## src/rtl/clk_div_ctrl.sv

```systemverilog
// Programmable clock divider: period/high-time pair with a one-deep pending update,
// glitch-free stop at the period boundary. Define CLK_DIV_CYCLE_CNT_EN to add cycle_cnt.
module clk_div_ctrl #(
    parameter int unsigned CNT_W = 8
) (
    input  logic             clk,
    input  logic             rst,
    input  logic             en,
    input  logic             cfg_valid,
    output logic             cfg_ready,
    input  logic [CNT_W-1:0] cfg_period,
    input  logic [CNT_W-1:0] cfg_ton,
    output logic             clk_out,
    output logic             rise_pulse,
    output logic             busy,
    output logic             cfg_err
`ifdef CLK_DIV_CYCLE_CNT_EN
    ,
    output logic [15:0]      cycle_cnt
`endif
);

    typedef enum logic [1:0] {StIdle, StRun, StStop} state_e;

    state_e           state_q, state_d;
    logic [CNT_W-1:0] cnt_q, cnt_d;
    logic [CNT_W-1:0] per_q, per_d;
    logic [CNT_W-1:0] ton_q, ton_d;
    logic [CNT_W-1:0] pend_per_q, pend_per_d;
    logic [CNT_W-1:0] pend_ton_q, pend_ton_d;
    logic             pend_vld_q, pend_vld_d;
    logic             clk_out_q, clk_out_d;
    logic             rise_q, rise_d;
    logic             err_q, err_d;
    logic             boundary;
    logic             cfg_acc;
    logic             cfg_legal;
    logic             apply_pend;

    assign boundary  = (cnt_q == per_q - CNT_W'(1));
    assign cfg_acc   = cfg_valid && !pend_vld_q;
    assign cfg_legal = (cfg_period >= CNT_W'(2)) && (cfg_ton != '0) && (cfg_ton < cfg_period);
    assign apply_pend = pend_vld_q && (boundary || state_q == StIdle);

    // State register
    always_ff @(posedge clk) begin
        if (rst) begin
            state_q <= StIdle;
        end else begin
            state_q <= state_d;
        end
    end

    // Next-state logic; a stop request only takes effect at a period boundary
    always_comb begin
        state_d = state_q;
        unique case (state_q)
            StIdle: if (en) state_d = StRun;
            StRun:  if (!en) state_d = boundary ? StIdle : StStop;
            StStop: begin
                if (en) begin
                    state_d = StRun;
                end else if (boundary) begin
                    state_d = StIdle;
                end
            end
            default: state_d = StIdle;
        endcase
    end

    // Datapath next-state: configuration, phase counter, registered waveform
    always_comb begin
        per_d      = per_q;
        ton_d      = ton_q;
        pend_per_d = pend_per_q;
        pend_ton_d = pend_ton_q;
        pend_vld_d = pend_vld_q;
        err_d      = cfg_acc && !cfg_legal;

        if (apply_pend) begin
            per_d      = pend_per_q;
            ton_d      = pend_ton_q;
            pend_vld_d = 1'b0;
        end

        // cfg_acc requires an empty pending slot, so it never collides with apply_pend
        if (cfg_acc && cfg_legal) begin
            if (state_q == StIdle) begin
                per_d = cfg_period;
                ton_d = cfg_ton;
            end else begin
                pend_per_d = cfg_period;
                pend_ton_d = cfg_ton;
                pend_vld_d = 1'b1;
            end
        end

        if (state_q == StIdle || state_d == StIdle || boundary) begin
            cnt_d = '0;
        end else begin
            cnt_d = cnt_q + CNT_W'(1);
        end

        // Computed from next-cycle count and pair so clk_out lines up with cnt
        clk_out_d = (state_d != StIdle) && (cnt_d >= per_d - ton_d);
        rise_d    = clk_out_d && !clk_out_q;
    end

    always_ff @(posedge clk) begin
        if (rst) begin
            cnt_q      <= '0;
            per_q      <= CNT_W'(2);
            ton_q      <= CNT_W'(1);
            pend_per_q <= '0;
            pend_ton_q <= '0;
            pend_vld_q <= 1'b0;
            clk_out_q  <= 1'b0;
            rise_q     <= 1'b0;
            err_q      <= 1'b0;
        end else begin
            cnt_q      <= cnt_d;
            per_q      <= per_d;
            ton_q      <= ton_d;
            pend_per_q <= pend_per_d;
            pend_ton_q <= pend_ton_d;
            pend_vld_q <= pend_vld_d;
            clk_out_q  <= clk_out_d;
            rise_q     <= rise_d;
            err_q      <= err_d;
        end
    end

    // Outputs
    always_comb begin
        busy       = (state_q != StIdle);
        cfg_ready  = !pend_vld_q;
        clk_out    = clk_out_q;
        rise_pulse = rise_q;
        cfg_err    = err_q;
    end

`ifdef CLK_DIV_CYCLE_CNT_EN
    logic [15:0] cyc_q;

    always_ff @(posedge clk) begin
        if (rst) begin
            cyc_q <= 16'd0;
        end else if (rise_d) begin
            cyc_q <= cyc_q + 16'd1;
        end
    end

    assign cycle_cnt = cyc_q;
`endif

endmodule

```

## config.mk

```make
export PLATFORM = sky130hd
export DESIGN_NAME = clk_div_ctrl
export DESIGN_NICKNAME = d
export VERILOG_FILES = /design/src/rtl/clk_div_ctrl.sv
export SDC_FILE = /design/constraint.sdc
export NUM_CORES = 1
export LEC_CHECK = 0
export ABC_AREA = 1
export CAP_MARGIN = 0
export CORE_MARGIN = 2
export CORE_UTILIZATION = 25
export DETAILED_ROUTE_END_ITERATION = 7
export GPL_ROUTABILITY_DRIVEN = 0
export PLACE_DENSITY = 0.4
export SYNTH_ARGS = -nofsm -noshare
export SYNTH_HDL_FRONTEND = slang
export SYNTH_SLANG_ARGS = --single-unit
```

## constraint.sdc

```tcl
create_clock -name clk -period 12.8 [get_ports clk]
set_input_delay 3.84 -clock clk [delete_from_list [all_inputs] [get_ports clk]]
set_output_delay 3.84 -clock clk [all_outputs]
set_load 0.01 [all_outputs]
```

# ---- Word level (Yosys, flattened, before mapping)
# Cells that the tools add are included.
dict set report classes {
  add_sub_neg 3
  n_eq_ne 3
  div 0
  bitwise 1
  order_cmp 3
  shift 0
  reduce_logical 20
  n_mux 16
  n_mul 0
}
# cell n
set op_table {}
lappend op_table {{2-to-1 mux 8 bit} 7}
lappend op_table {{2-to-1 mux 2 bit} 5}
lappend op_table {{adder 8 x 1 -> 8 bit (second input constant)} 1}
lappend op_table {{== test 8 bit} 1}
lappend op_table {{>= comparator 8 x 2 -> 1 bit (second input constant)} 1}
lappend op_table {{>= comparator 8 bit} 1}
lappend op_table {{logical AND 1 bit} 8}
lappend op_table {{< comparator 8 bit} 1}
lappend op_table {{nonzero test 8 bit} 1}
lappend op_table {{subtractor 8 x 1 -> 8 bit (second input constant)} 1}
lappend op_table {{subtractor 8 bit} 1}
lappend op_table {{case mux 2 bit (3 select lines)} 1}
lappend op_table {{logical NOT 2 bit} 2}
lappend op_table {{nonzero test 2 bit} 2}
lappend op_table {{logical NOT 1 bit} 3}
lappend op_table {{logical OR 1 bit} 3}
lappend op_table {{2-to-1 mux 1 bit} 3}
lappend op_table {{== test 2 x 1 -> 1 bit (second input constant)} 1}
lappend op_table {{== test 2 bit (second input constant)} 1}
lappend op_table {{AND reduction 2 bit} 1}
lappend op_table {{inverter 1 bit} 1}
dict set report word_totals {
  ram_bits 0
  mem_bits_ro 0
  wordCells 56
  reg_bits 46
  n_memories 0
  latchBits 0
}

# ---- Logic depth before layout (Yosys ltp)
# Gate-level depths: netlist of the first run.
dict set report depth {
  ltp_word 12
  ltp_mapped 32
}

# ---- Worst setup path after synthesis of the first run
# No wires, ideal clock.
dict set report synth_path {
  path_kind {input to register}
  from {in cfg_period[7]}
  to {reg rise_q, in the netlist rise_pulse}
  slack_ps 5614
  stages 25
  setup_time_ps 130
  arrival_time_ps 7056
  required_time_ps 12670
  n_path_buf 2
  path_cell_list {inv_1 > ha_1 > a21oi_1 > o21ai_0 > a21oi_1 > nand4_1 > inv_2 > buf_2 > buf_2 > nand2_1 > o21ai_0 > inv_1 > ha_1 > nand3_1 > nand2_1 > inv_1 > o21ai_1 > xnor2_1 > ha_1 > a21oi_1 > o21bai_1 > a21oi_1 > nor2_1 > o22ai_1 > nor3_1}
}
dict set report synth_via {
  elab_chain_cells 9
  word_cells_on_any_way 12
  classes_between {1 x add/sub; 3 x order compare; 3 x mux; 5 x reduce/logical}
}
# item line_no
set synth_rtl {}
lappend synth_rtl {{from (decl)} 11} ;# input logic [CNT_W-1:0] cfg_period,
lappend synth_rtl {{>= comparator 8 x 2 -> 1 bit} 42} ;# assign cfg_legal = (cfg_period >= CNT_W'(2)) && (cfg_ton != '0) && (cfg_ton < cfg_period);
lappend synth_rtl {{logical AND 1 bit} 42}
lappend synth_rtl {{logical AND 1 bit (*)} 42}
lappend synth_rtl {{logical AND 1 bit (*)} 87} ;# if (cfg_acc && cfg_legal) begin
lappend synth_rtl {{2-to-1 mux 8 bit (*)} 87}
lappend synth_rtl {{named net per_d[3]} 27} ;# logic [CNT_W-1:0] per_q, per_d;
lappend synth_rtl {{subtractor 8 bit (*)} 105} ;# clk_out_d = (state_d != StIdle) && (cnt_d >= per_d - ton_d);
lappend synth_rtl {{>= comparator 8 bit (*)} 105}
lappend synth_rtl {{logical AND 1 bit (*)} 105}
lappend synth_rtl {{logical AND 1 bit (*)} 106} ;# rise_d = clk_out_d && !clk_out_q;
lappend synth_rtl {{to (signal assigned)} 128} ;# rise_q <= rise_d;
lappend synth_rtl {{to (decl)} 33} ;# logic rise_q, rise_d;
# Mark *: on every way through the listed nets, which the timed path passes. The rest lies on a longest branch.
# A chain may end at the register's enable or synchronous reset.

# ---- Worst setup path in the final report of the first run
dict set report layout_path {
  from {in cfg_period[1]}
  to {reg rise_q, in the netlist rise_pulse}
}
dict set report layout_via {
  elab_chain_cells 9
  word_cells_on_any_way 12
  classes_between {1 x add/sub; 3 x order compare; 3 x mux; 5 x reduce/logical}
}
# item line_no
set layout_rtl {}
lappend layout_rtl {{>= comparator 8 x 2 -> 1 bit} 42}
lappend layout_rtl {{logical AND 1 bit} 42}
lappend layout_rtl {{logical AND 1 bit (*)} 42}
lappend layout_rtl {{logical AND 1 bit (*)} 87}
lappend layout_rtl {{2-to-1 mux 8 bit (*)} 87}
lappend layout_rtl {{named net ton_d[0]} 28} ;# logic [CNT_W-1:0] ton_q, ton_d;
lappend layout_rtl {{subtractor 8 bit (*)} 105}
lappend layout_rtl {{>= comparator 8 bit (*)} 105}
lappend layout_rtl {{logical AND 1 bit (*)} 105}
lappend layout_rtl {{logical AND 1 bit (*)} 106}
# Marks and branches as above.

==> out/summary.md, run 1 <==
For the worst-skew pair, the clock arrives at the later sink with an insertion delay of 0.29 ns. Dividing the detail-routed wire length by the instance count gives 13.35 um. Max-cap violations in this run came to 0. The detailed router finished its first iteration with 132 violations. Setup violations remaining at the end of the flow were counted as 0. The via density per instance came out at 4.437.

For the met2 track demand over resource in global routing, the log shows 0.2196. The die covers 0.01296 mm2. The clock tree root driver cell was clkbuf_16.

The logs give 27 for the maximum number of pins on one net before global-route repair and 5 for the number of CTS-inserted buffers. The max-slew violation total from the final report is 0. Detailed routing inserted a total of 2,711 vias. The tools report the met3 demand-to-capacity share in global routing as 0.02604. The leakage power total came out at 1.684 nW. After routing, the total negative slack on setup checks comes to 0 ns. TritonCTS built the clock tree.

The via count of the first global-routing pass came out at 2,660. Setup repair after global routing left no endpoint under its margin. In this run the tool buffered the top-level ports with 24 buffer cells.

The routed design has 8155 um of wire. The tools report the total of hold buffers inserted after clock tree synthesis as 0. The run gives 0.3894 as the relative slew slack. The row count was 40.

The final hold slack is 0.4278 ns. After detailed placement, the total cell area comes to 0.003395 mm2. The tools report the hold violation total from the final report as 0. The total non-filler cell area in the finished layout was 0.003556 mm2.

25 I/O pins were placed. Summed over all nets, the half-perimeter wirelength after detailed placement is 6444 um. In this run the vertical extent of the chip is 113.8 um.

The total routing resource utilization after global routing came out at 0.1346. The clock skew after layout came out at 0.004633 ns. Global routing finished with a remaining overflow of 0. The number of nets in the synthesized netlist is 486. The logs give 0 for the number of nets still failing antenna checks after routing and 0.003015 mm2 for the post-synthesis cell area. The met1 demand-to-capacity share in global routing was 0.1862; the post-route minimum period was 7.986 ns.

The logs give 2 for the maximum level of the CTS H-tree and 0 for the post-cts sizing count. The worst-path maximum fanout was 25. The worst setup path is captured at a flop. After clock tree synthesis, the clock-pin slew on the worst setup and hold paths is 0.07 ns. The wire length of the first global-routing pass is 13,500 um. The initial core utilization was 0.2532.

The logs give 0.00004964 V for the maximum vdd drop and 507 for the final layout net count. The tools report the number of standard cells in the final layout excluding fillers as 611. met2 is the most crowded layer.

The run gives 38 as the count of different cell masters after synthesis. Post-CTS timing repair inserted 0 buffers for setup. The proportion of layout cells with a drive suffix above 1 was 0.08405.

The tools report the number of DRC violations after detailed routing as 0. The logs give 603 for the number of cells after detailed placement and 8.13 ns for the worst endpoint data arrival time. The upper clock frequency limit was 125.2 MHz; the Yosys warning count was 0.

The slew at the pin closest to its max-slew limit works out to 0.9130 ns. The run gives 442 as the number of standard cells after synthesis. The flow ran to the end, and the final reports show no timing, DRC or antenna violations.

Before antenna repair, the detailed router went through 5 iterations. The tightest min-delay check is of the flop to flop type. The worst setup path is launched from a primary input.

The tools report the initial antenna violation count as 0. The share of the clock period used by the worst path works out to 0.6239. The critical path required time was 12.94 ns.

The number of storage elements in the synthesis netlist was 46. The number of antenna cells inserted was 0; the die width was 113.8 um. The logs give 0.3054 for the sequential fraction of the synthesis area and 0.01191 mm2 for the core region area. The power density over the cells is 123.7 mW/mm2. The setup path with the least slack is of type primary input to flop. The count of clock tree sinks came out at 46. The per-instance average area after synthesis came out at 6.822 um2.

The longest clock path from root to sink contains 2 buffers. Area growth from synthesis to final layout: 17.93%.
power breakdown:
group / internal, mW / total, mW / switching (mW)
Clock: 0.0836 / 0.142 / 0.0589
Combinational: 0.0552 / 0.139 / 0.0838
Sequential: 0.152 / 0.158 / 0.00637
critical path, stage by stage:
cell	delay, ns
clkdlybuf4s50_1	0.54
inv_1	0.08
ha_1	0.30
o21ai_1	0.07
nand2_1	0.06
nand3_1	0.06
nand2_1	0.06
a21oi_1	0.16
nand4_1	0.30
inv_2	0.43
o21ai_0	0.20
ha_1	0.24
fa_1	0.36
inv_1	0.11
nand2_1	0.06
o21ai_1	0.15
xnor2_1	0.14
ha_1	0.24
a21oi_1	0.19
o21bai_1	0.08
a21oi_1	0.13
nor2_1	0.05
o22ai_1	0.19
nor3_1	0.06
registers in the layout, summed over array words and instances, names as in the netlist:
register	flops
cfg_err	1
per_q	8
rise_pulse	1
cnt_q	8
clk_out	1
pend_per_q	8
pend_vld_q	1
state_q	2
ton_q	8
pend_ton_q	8
final cells by class:
| class | instances | area, um2 |
|---|---|---|
| inverter | 70 | 262.8 |
| timing repair buffer | 25 | 247.7 |
| multi-input combinational | 315 | 1779 |
| sequential | 46 | 920.9 |
| clock inverter | 1 | 8.758 |
| clock buffer | 7 | 152.6 |
| tap | 147 | 183.9 |
| fill | 1346 | 8356 |
synth_stat cells:
cell type	count	area (um2)
a21oi_1	24	120.1
nand2_2	3	18.77
o21ai_0	29	145.1
buf_2	4	20.02
nor2_2	4	25.02
o21bai_1	3	22.52
nand4_1	4	25.02
clkinv_1	1	3.750
nand3_2	2	20.02
o211ai_1	1	7.510
nor4_1	4	25.02
xnor2_1	3	26.28
clkbuf_1	5	18.77
o22ai_1	1	6.260
xor2_1	15	131.4
or2_2	2	12.51
nor3b_1	1	7.510
mux2i_1	1	10.01
nor3_1	8	40.04
o21ai_1	5	25.02
mux2_2	4	45.04
nor2_1	65	244.0
inv_2	8	30.03
a211oi_1	1	7.510
nand2_1	78	292.8
ha_1	23	287.8
nand3_1	20	100.1
buf_6	1	11.26
nand3b_1	2	15.01
fa_1	1	20.02
and2_1	1	6.260
dfxtp_1	46	920.9
a21boi_1	1	7.510
o21ai_2	4	35.03
o31ai_1	3	22.52
nand2_4	2	22.52
buf_4	1	7.510
inv_1	61	229.0
placed cells by master (no fill, tap or decap), types with 3 or more instances in the layout:
cell type        netlist  layout
nand2_1               78      78
nor2_1                65      65
inv_1                 61      61
dfxtp_1               46      46
o21ai_0               29      29
a21oi_1               24      24
clkdlybuf4s50_1        0      24
ha_1                  23      23
nand3_1               20      20
xor2_1                15      15
inv_2                  8       8
nor3_1                 8       7
o21ai_1                5       5
clkbuf_16              0       5
nor2_2                 4       4
nor4_1                 4       4
nand4_1                4       4
mux2_2                 4       4
o21ai_2                4       4
nand2_2                3       3
xnor2_1                3       3
o31ai_1                3       3
o21bai_1               3       3
metal layers:
layer | share of wire | up-vias
met5 | 0 | -
met4 | 0.0074 | 0
met3 | 0.038 | 5
met2 | 0.42 | 56
li1 | - | 1456
met1 | 0.53 | 1194
cells by family after synthesis:
kind of cell,synth area share
flip-flops,0.3054
AND/OR/NAND/NOR,0.2834
multiplexers,0.01826
adder cells (fa/ha/maj),0.1021
buffers and inverters,0.1062
XOR/XNOR,0.05229
AO/OA/AOI/OAI,0.1324
path summary, 6_finish.rpt:
| path | from | to | slack [ns] | cells after the start |
|---|---|---|---|---|
| worst min-delay path | clk_out | rise_pulse | 0.43 | 1 |
| worst min register to register | clk_out | rise_pulse | 0.43 | 1 |
| worst max-delay path | cfg_period[1] | rise_pulse | 4.81 | 24 |
| worst max register to register | per_q[1] | rise_pulse | 8.38 | 27 |
per-stage QoR:
stage	total power [mW]	utilization	setup WS, ns
floorplan	0.2653	-	5.614
global placement	0.3026	0.2850	4.486
detailed placement	0.3025	0.2850	4.462
CTS	0.4465	0.2985	4.771
global route	0.4761	0.2985	4.257
finish	0.4398	0.2985	4.814
No activity file was read; power rests on OpenSTA's default activity.
==> run 2: changes to the inputs <==
==> constraint.sdc (replaced) <==
create_clock -name clk -period 7.35 [get_ports clk]
set_input_delay 2.205 -clock clk [delete_from_list [all_inputs] [get_ports clk]]
set_output_delay 2.205 -clock clk [all_outputs]
set_load 0.01 [all_outputs]
==> run 2 against run 1 <==
Via count shrank 1.5%. Total power grew 77%. Cell area grew 0.11%. Clock-buffer cell count shrank 2. Critical path depth is the same. Die area is the same.
==> out/summary.md, run 2 (synthesis results as in run 1) <==
For the final layout net count, the log shows 507 (unchanged). The run finished with clean final reports. The total wire length after detailed routing was 8312 um (was 8155 um); the depth of the most critical reg-to-reg path was 29 (was 27). The row count was 40 (unchanged); the count of port buffers added during placement was 24 (unchanged). The relative slew slack was 0.3306 (was 0.3894). The classification of the worst-slack hold path was flop to flop (unchanged).

The leakage power total was 1.688 nW (was 1.684 nW). The kind of launch point of the worst setup path was a primary input (unchanged). Number of filler instances in the final layout: 1,318 (was 1,346).

The maximum level of the CTS H-tree is 2 (unchanged), and the die width is 113.8 um (unchanged). The logs give 0.29 ns (about the same) for the clock latency on the worst-skew pair and 26 (was 27) for the maximum number of pins on one net before global-route repair. The worst-path maximum fanout is 25 (unchanged), and the internal power component is 0.5206 mW (was 0.2908 mW).

TritonCTS built the clock tree. The number of DRC markers after the initial detailed-route iteration is 95 (was 132), and the clock skew after layout is 0.005578 ns (was 0.004633 ns). The detail-routed net length per standard cell was 13.60 um (was 13.35 um); the upper clock frequency limit was 157.9 MHz. Setup repair after global routing left no endpoint under its margin. The number of buffers on the longest clock path was 2 (unchanged).

The logs give 0.7777 mW (was 0.4398 mW) for the total power after layout and 0.01191 mm2 (unchanged) for the core region area. The number of nets still failing antenna checks after routing is 0 (unchanged). The logs give 2,715 (was 2,660) for the via count of the first global-routing pass and 5 (unchanged) for the number of CTS-inserted buffers. The total routing resource utilization after global routing was 0.1368 (was 0.1346); the via density per instance was 4.368 (was 4.437). The setup TNS is 0 ns (unchanged), and the count of vias placed by the detailed router is 2,669 (was 2,711).

The logs give 0.314 (was 0.316) for the share of power burned in combinational logic and 0.01296 mm2 (unchanged) for the total die area. The run gives 0 (unchanged) as the number of antenna cells inserted. The number of DRC violations after detailed routing was 0 (unchanged); the power density over the cells was 218.5 mW/mm2 (was 123.7 mW/mm2).

The number of I/O pins is 25 (unchanged), and the share of power burned in the clock network is 0.332 (was 0.324). The count of maximum capacitance violations was 0 (unchanged). Net switching power of the design: 0.2570 mW (was 0.1491 mW). The number of detailed-route iterations in the first pass was 4 (was 5); the total of hold buffers inserted after clock tree synthesis was 0 (unchanged). The worst endpoint data arrival time is 6.46 ns (was 8.13 ns), and the final setup violation count is 0 (unchanged).

The tools report the post-DP HPWL as 6546 um (was 6444 um). Commonest non-fill, non-tap cell in the layout: nand2_1 (unchanged). The switching share of total power works out to 0.3305 (was 0.3389).

The tools report the count of clock tree sinks as 46 (unchanged). The logs give 0.355 (was 0.360) for the register share of total power and 0 (unchanged) for the max-slew violation total from the final report. The hold violation total from the final report was 0 (unchanged); the post-cts sizing count was 0 (unchanged). The tools report the initial core utilization as 0.2532 (unchanged). The height of the die is 113.8 um (unchanged). The clock tree root driver cell was clkbuf_16 (unchanged). Leading cell types in the layout, fill and taps excluded: 78 x nand2_1, 65 x nor2_1, 61 x inv_1, 46 x dfxtp_1, 29 x o21ai_0 (unchanged). The run gives 0 (unchanged) as the overall overflow remaining after global route.

The post-CTS clock slew at the launch and capture registers of the worst setup and hold paths was 0.06 ns (was 0.07 ns). The critical path required time is 7.48 ns (was 12.94 ns), and the share of the clock period used by the worst path is 0.8616. Instance count along the most critical hold path: 1 (unchanged). The total non-filler cell area in the finished layout is 0.003560 mm2 (was 0.003556 mm2).

The cell area reported after detailed placement is 0.003395 mm2 (unchanged), and the slew at the pin closest to its max-slew limit is 1.001 ns (was 0.9130 ns). The run gives 0 (unchanged) as the number of setup buffers added after CTS. Startpoint-to-endpoint class of the critical path: primary input to flop (unchanged). The proportion of layout cells with a drive suffix above 1 was 0.08405 (unchanged).

The tools report the endpoint class of the critical path as a flop (unchanged). The wire length of the first global-routing pass is 13,810 um (was 13,500 um), and the maximum vdd drop is 0.00009128 V (was 0.00004964 V). The smallest clock period supported by the final layout is computed as 6.333 ns. The initial antenna violation count was 0 (unchanged); the area growth from synthesis to final layout was 18.05% (was 17.93%).
[run 2: cell count changes in the layout (fill, tap and decap cells not counted), sizes merged]
cell,previous run,this run
bufinv,0,1
clkbuf,7,5
clkinv,2,3
[run 2: area by class of cell]
cell class	count	area [um2]	area share
Multi-Input combinational cell	315	1779	0.4998
Sequential cell	46	920.9	0.2587
Inverter	70	262.8	0.07381
Timing Repair Buffer	25	247.7	0.06960
Tap cell	147	183.9	0.05167
Clock buffer	5	125.1	0.03515
Clock inverter	3	40.04	0.01125
[run 2: power groups by stage]
stage                     sequential, mW  combinational, mW  clock [mW]
after floorplan                    0.277              0.185           0
after global placement             0.282              0.246           0
after detailed placement           0.282              0.248           0
after CTS                          0.276              0.249       0.266
after global routing               0.278              0.284       0.273
final                              0.276              0.244       0.258
[run 2: final timing paths]
path | from | end | slack [ns]
setup / recovery | cfg_period[1] | rise_pulse | 1.02
hold / removal | clk_out | rise_pulse | 0.44
setup reg to reg | per_q[1] | rise_pulse | 2.93
hold reg to reg | clk_out | rise_pulse | 0.44
[run 2: worst max-delay path: stages]
cell             delay (ns)
clkdlybuf4s50_1        0.50
inv_1                  0.07
ha_1                   0.29
o21ai_1                0.07
nand2_1                0.06
nand3_1                0.06
nand2_1                0.05
a21oi_1                0.18
nand4_1                0.32
inv_2                  0.45
o21ai_0                0.20
ha_1                   0.24
fa_1                   0.36
inv_1                  0.11
xor2_1                 0.15
ha_1                   0.24
a21oi_1                0.14
o21bai_1               0.08
a21oi_1                0.15
o21bai_1               0.08
a21oi_1                0.12
nor2_1                 0.06
o22ai_1                0.19
nor3_1                 0.07
[run 2: through the flow]
stage	instances	setup slack (ns)	hold WS, ns	util
6_report	611	1.017	0.4397	0.2988
5_1_grt	611	0.4383	0.4656	0.2988
4_1_cts	611	0.9835	0.4465	0.2988
3_5_place_dp	603	0.6829	0.4375	0.2850
3_3_place_gp	603	0.7591	0.4256	0.2850
2_1_floorplan	442	1.799	0.4295	-
[run 2: metal layers]
| layer | track usage | wire, um | part of all wire |
|---|---|---|---|
| met4 | 0.03740 | 106 | 0.013 |
| met5 | 0 | 0 | 0 |
| met1 | 0.1870 | 4259 | 0.51 |
| met3 | 0.02604 | 290 | 0.035 |
| met2 | 0.2212 | 3656 | 0.44 |
==> run 3: changes to the inputs <==
--- a/config.mk
+++ b/config.mk
@@ -15,3 +15,4 @@
 export SYNTH_ARGS = -nofsm -noshare
 export SYNTH_HDL_FRONTEND = slang
 export SYNTH_SLANG_ARGS = --single-unit
+export TNS_END_PERCENT = 30
==> results of run 3 <==
Final layout, timing and power as in run 2 (identical DEF).
==> patch 1, RTL diff (settings of run 3) <==
Change the parameter `CNT_W` from 8 to 6.
--- a/src/rtl/clk_div_ctrl.sv
+++ b/src/rtl/clk_div_ctrl.sv
@@ -2,5 +2,5 @@
 // glitch-free stop at the period boundary. Define CLK_DIV_CYCLE_CNT_EN to add cycle_cnt.
 module clk_div_ctrl #(
-    parameter int unsigned CNT_W = 8
+    parameter int unsigned CNT_W = 6
 ) (
     input  logic             clk,
Ports: changed (resized cfg_period and cfg_ton); port bits go from 25 to 21. The function was not compared with the original's and may differ.
==> patch 1 against run 3 <==
Design area is 25% lower; worst setup slack better by 0.012 ns; highest routed layer unchanged; sequential power is 21% lower; final cell count is 26% lower; critical path type unchanged; sequential cell count is 10 lower; hold slack worse by 0.013 ns; synthesized area is 24% lower; routed wire length is 29% lower; critical endpoint unchanged; total power is 27% lower.
==> patch 1: results (changes against run 3) <==
[grt]
grt_pass1_wl_mm = 9.94  ; -28%
gr-usage-met1_pct = 17.2  ; -1.5 points
use_met3_pct = 2.44  ; -0.17 points
use_met2_pct = 20.8  ; -1.3 points
first_global_vias = 1975  ; -27%

[synthesis]
synth_area_leaders = dfxtp_1 (31%), nand2_1 (10%), ha_1 (9.8%)
mappedNetlistNets = 361  ; -26%
yosysSeqAreaShare_pct = 31.4  ; +0.88 points
ys_types = 36  ; -5.3%

[clock_tree]
clkTransAtPathRegs_ns = 0.08  ; +0.02 ns
cts.root.buffer_cell = clkbuf_8

[timing]
slew_headroom_pct = 51.9  ; +19 points
min_period_ns = 6.32  ; -0.0118 ns

[placement]
place_ws_ns = 0.726  ; +0.0429 ns
place_area_um2 = 2570  ; -24%
dp.cells = 444  ; -26%
dp.final_hpwl_mm = 4.70  ; -28%

[pwr]
max-vdd-ir-drop_uv = 68.3  ; -25%
leakage_nw = 1.20  ; -29%
comb-power_w = 0.000167  ; -32%
swShare_pct = 33.3  ; +0.24 points

[route]
wl_met3_um = 171  ; -41%
routedWlPerCell_um = 13.1  ; -3.5%
routed_wl_mm = 5.93  ; -29%
avgViaCountPerCell = 4.45  ; +1.9%
drtIter0Drc = 54  ; -43%

[critical_path]
rr_startpoint = per_q[0]
cp.arrival_ns = 6.49  ; +0.03 ns
path_max_fanout = 16  ; -36%

[finish]
buf_share_pct = 7.48  ; +0.52 points
n_all_inverters = 48  ; -31%
drive_gt1_share_pct = 9.88  ; +1.5 points
final_nets = 378  ; -25%
multi_input_area_share_pct = 49.7  ; -0.31 points
buffers_excl_clock = 20  ; -20%

[outcome]
status = finished clean

## patch 1: changes by cell type in the layout (fill, tap and decap cells not counted), moves of 4 or more
cell             before  now
xor2_1               15    6
dfxtp_1              46   36
clkdlybuf4s50_1      24   20
clkbuf_16             5    0
ha_1                 23   18
inv_1                61   43
nand3_1              20   26
nand2_1              78   62
nor3_1                7    2
o21ai_0              29   16
nor2_1               65   34
clkbuf_8              0    5
mux2_2                4    0
## patch 1: cells by family after synthesis
kind of cell	synth area share [%]
adder cells (fa/ha/maj)	10.7
XOR/XNOR	3.44
AO/OA/AOI/OAI	14.6
AND/OR/NAND/NOR	29.2
buffers and inverters	10.6
flip-flops	31.4
## patch 1: worst min-delay path by stage
stage / cells after the start / endpoint
3_5_place_dp: 1 / rise_pulse
6_report: 1 / rise_pulse
3_3_place_gp: 1 / rise_pulse
4_1_cts: 1 / rise_pulse
5_1_grt: 1 / rise_pulse
2_1_floorplan: 2 / pend_ton_q[1]
==> patch 2, RTL diff (flow settings as in run 3) <==
Without the edit above. Put a register stage on the output `cfg_err`, cleared by the reset. The value now appears one clock later. The other outputs are not delayed to match.
--- a/src/rtl/clk_div_ctrl.sv
+++ b/src/rtl/clk_div_ctrl.sv
@@ -22,4 +22,6 @@
 
     typedef enum logic [1:0] {StIdle, StRun, StStop} state_e;
+
+    logic cfg_err_d;
 
     state_e           state_q, state_d;
@@ -137,5 +139,5 @@
         clk_out    = clk_out_q;
         rise_pulse = rise_q;
-        cfg_err    = err_q;
+        cfg_err_d  = err_q;
     end
 
@@ -154,4 +156,12 @@
 `endif
 
+    always_ff @(posedge clk) begin
+        if (rst) begin
+            cfg_err <= '0;
+        end else begin
+            cfg_err <= cfg_err_d;
+        end
+    end
+
 endmodule
 
Check against the original RTL: not equivalent (Yosys sat finds a counterexample within 4 cycles, from zero or initial values and one cycle with rst high).
==> patch 2 against run 3 <==
Total power is 1.2% lower; sequential cell count increased by 1; worst setup slack improved by 0.18 ns; non-clock buffer count is 1 higher; combinational power grew 6%; design area rose by 2.3%; synthesized area increased by 3.0%; via count is 7.5% higher; routed wire length rose by 6.8%; largest cell class unchanged; highest routed layer unchanged.
==> patch 2: results (changes against run 3) <==
[pwr]
leakage_nw = 1.68  ; -0.23%
max-vdd-ir-drop_uv = 111  ; +22%

[grt]
track_usage_pct = 14.2  ; +0.49 points
grt_pass1_wl_mm = 14.6  ; +5.7%
first_global_vias = 2785  ; +2.6%

[route]
drtIter0Drc = 103  ; +8.4%
avgViaCountPerCell = 4.41  ; +1.0%
routedWlPerCell_um = 13.7  ; +0.39%
drt_first_pass_iters = 4  ; unchanged

[min_path]
hp-start = cfg_err_d
worstHoldPathType = reg2reg
min_path_cells = 2  ; +1
min_to = cfg_err

[timing]
fin_worst_skew_ns = 0.00627  ; +0.000693 ns
whs_ns = 0.411  ; -0.0290 ns
slew_headroom_pct = 57.4  ; +24 points

[finish]
final_nets = 525  ; +3.6%
nFillCells = 1352  ; +2.6%
drive_gt1_share_pct = 8.30  ; -0.11 points

[synthesis]
ys_types = 36  ; -5.3%
synthTopCellsByCount = nand2_1 (91), inv_1 (64), nor2_1 (52), dfxtp_1 (47)
yosysSeqAreaShare_pct = 30.3  ; -0.25 points
synth_area_leaders = dfxtp_1 (30%), nand2_1 (11%), ha_1 (9.3%)
mappedNetlistNets = 506  ; +4.1%

[outcome]
status = finished clean

[critical_path]
path_max_fanout = 19  ; -24%
cp.arrival_ns = 6.32  ; -0.14 ns
r2r_cells = 25  ; -14%
r2r_setup_slack_ns = 3.03  ; +0.10 ns
rr_startpoint = per_q[0]

[clock_tree]
cts_buffers = 5  ; unchanged

[placement]
dp.final_hpwl_mm = 7.08  ; +8.2%
place_area_um2 = 3500  ; +3.1%

[patch 2: cell count changes after synthesis, sizes merged, moves of 4 or more]
cell | before | now
mux2 | 4 | 0
nand3 | 22 | 36
nand2 | 83 | 103
nor2 | 69 | 57
xor2 | 15 | 9
[patch 2: worst max path at each step]
stage	cells past startpoint	end	slack, ns	start
6_report	27	rise_pulse	1.20	cfg_period[1]
5_1_grt	27	rise_pulse	0.71	cfg_period[1]
4_1_cts	27	rise_pulse	1.16	cfg_period[1]
3_5_place_dp	27	rise_pulse	0.87	cfg_period[1]
3_3_place_gp	27	rise_pulse	0.93	cfg_period[1]
2_1_floorplan	24	rise_pulse	1.80	cfg_period[7]
[patch 2: cell families after synthesis]
logic type      after synthesis  share of synthesized area (%)
fa+ha+maj                    24                           9.91
mux                           1                          0.322
flops                        47                           30.3
compound gates               76                           13.0
buf+inv                      83                           10.6
xor+xnor                     12                           3.38
simple gates                219                           32.5
[patch 2: critical path, stage by stage]
cell and delay (ns):
clkdlybuf4s50_1 0.54, inv_1 0.08, ha_1 0.28, o21ai_1 0.07
nand2_1 0.07, nand3_1 0.07, nand2_1 0.05, a21oi_1 0.13
nand2_1 0.09, nor2_1 0.13, nand2_1 0.08, buf_4 0.22
or2_2 0.29, o21ai_1 0.15, inv_1 0.10, fa_1 0.42
inv_1 0.12, xor2_1 0.17, ha_1 0.24, a21oi_1 0.14
o21bai_1 0.07, a21oi_1 0.12, o21bai_1 0.07, a21oi_1 0.13
nor2_1 0.05, o22ai_1 0.15, nor3_1 0.06
[patch 2: power breakdown]
part	switching, W	internal, W
logic	0.000161	0.0000979
clock network	0.000100	0.000126
registers	0.0000124	0.000271
total	0.000274	0.000494
[patch 2: cell type report]
class / count / area share [%]
clock buffers: 6 / 3.54
multi-input cells: 332 / 50.4
well taps: 168 / 5.77
inverters: 69 / 7.11
clock inverters: 2 / 0.344
flip-flops and latches: 47 / 25.8
repair buffers: 26 / 7.01
[patch 2: through the flow]
| stage | worst slack [ns] | power (W) | cells | utilization [%] |
|---|---|---|---|---|
| floorplan | 1.80 | 0.000478 | 462 | - |
| CTS | 1.16 | 0.000782 | 650 | 30.2 |
| finish | 1.20 | 0.000768 | 650 | 30.2 |
| global route | 0.713 | 0.000831 | 650 | 30.2 |
| global placement | 0.928 | 0.000551 | 642 | 29.0 |
| detailed placement | 0.867 | 0.000551 | 642 | 29.0 |
[patch 2: metal layers]
metal  vias to the layer above  global-route usage, %  share of wire (%)
met2                        28                   24.4                 48
met4                         0                   3.45                1.1
met3                         6                   1.67                1.5
met1                      1311                   19.0                 49
met5                         -                      0                  0
li1                       1524                      -                  -
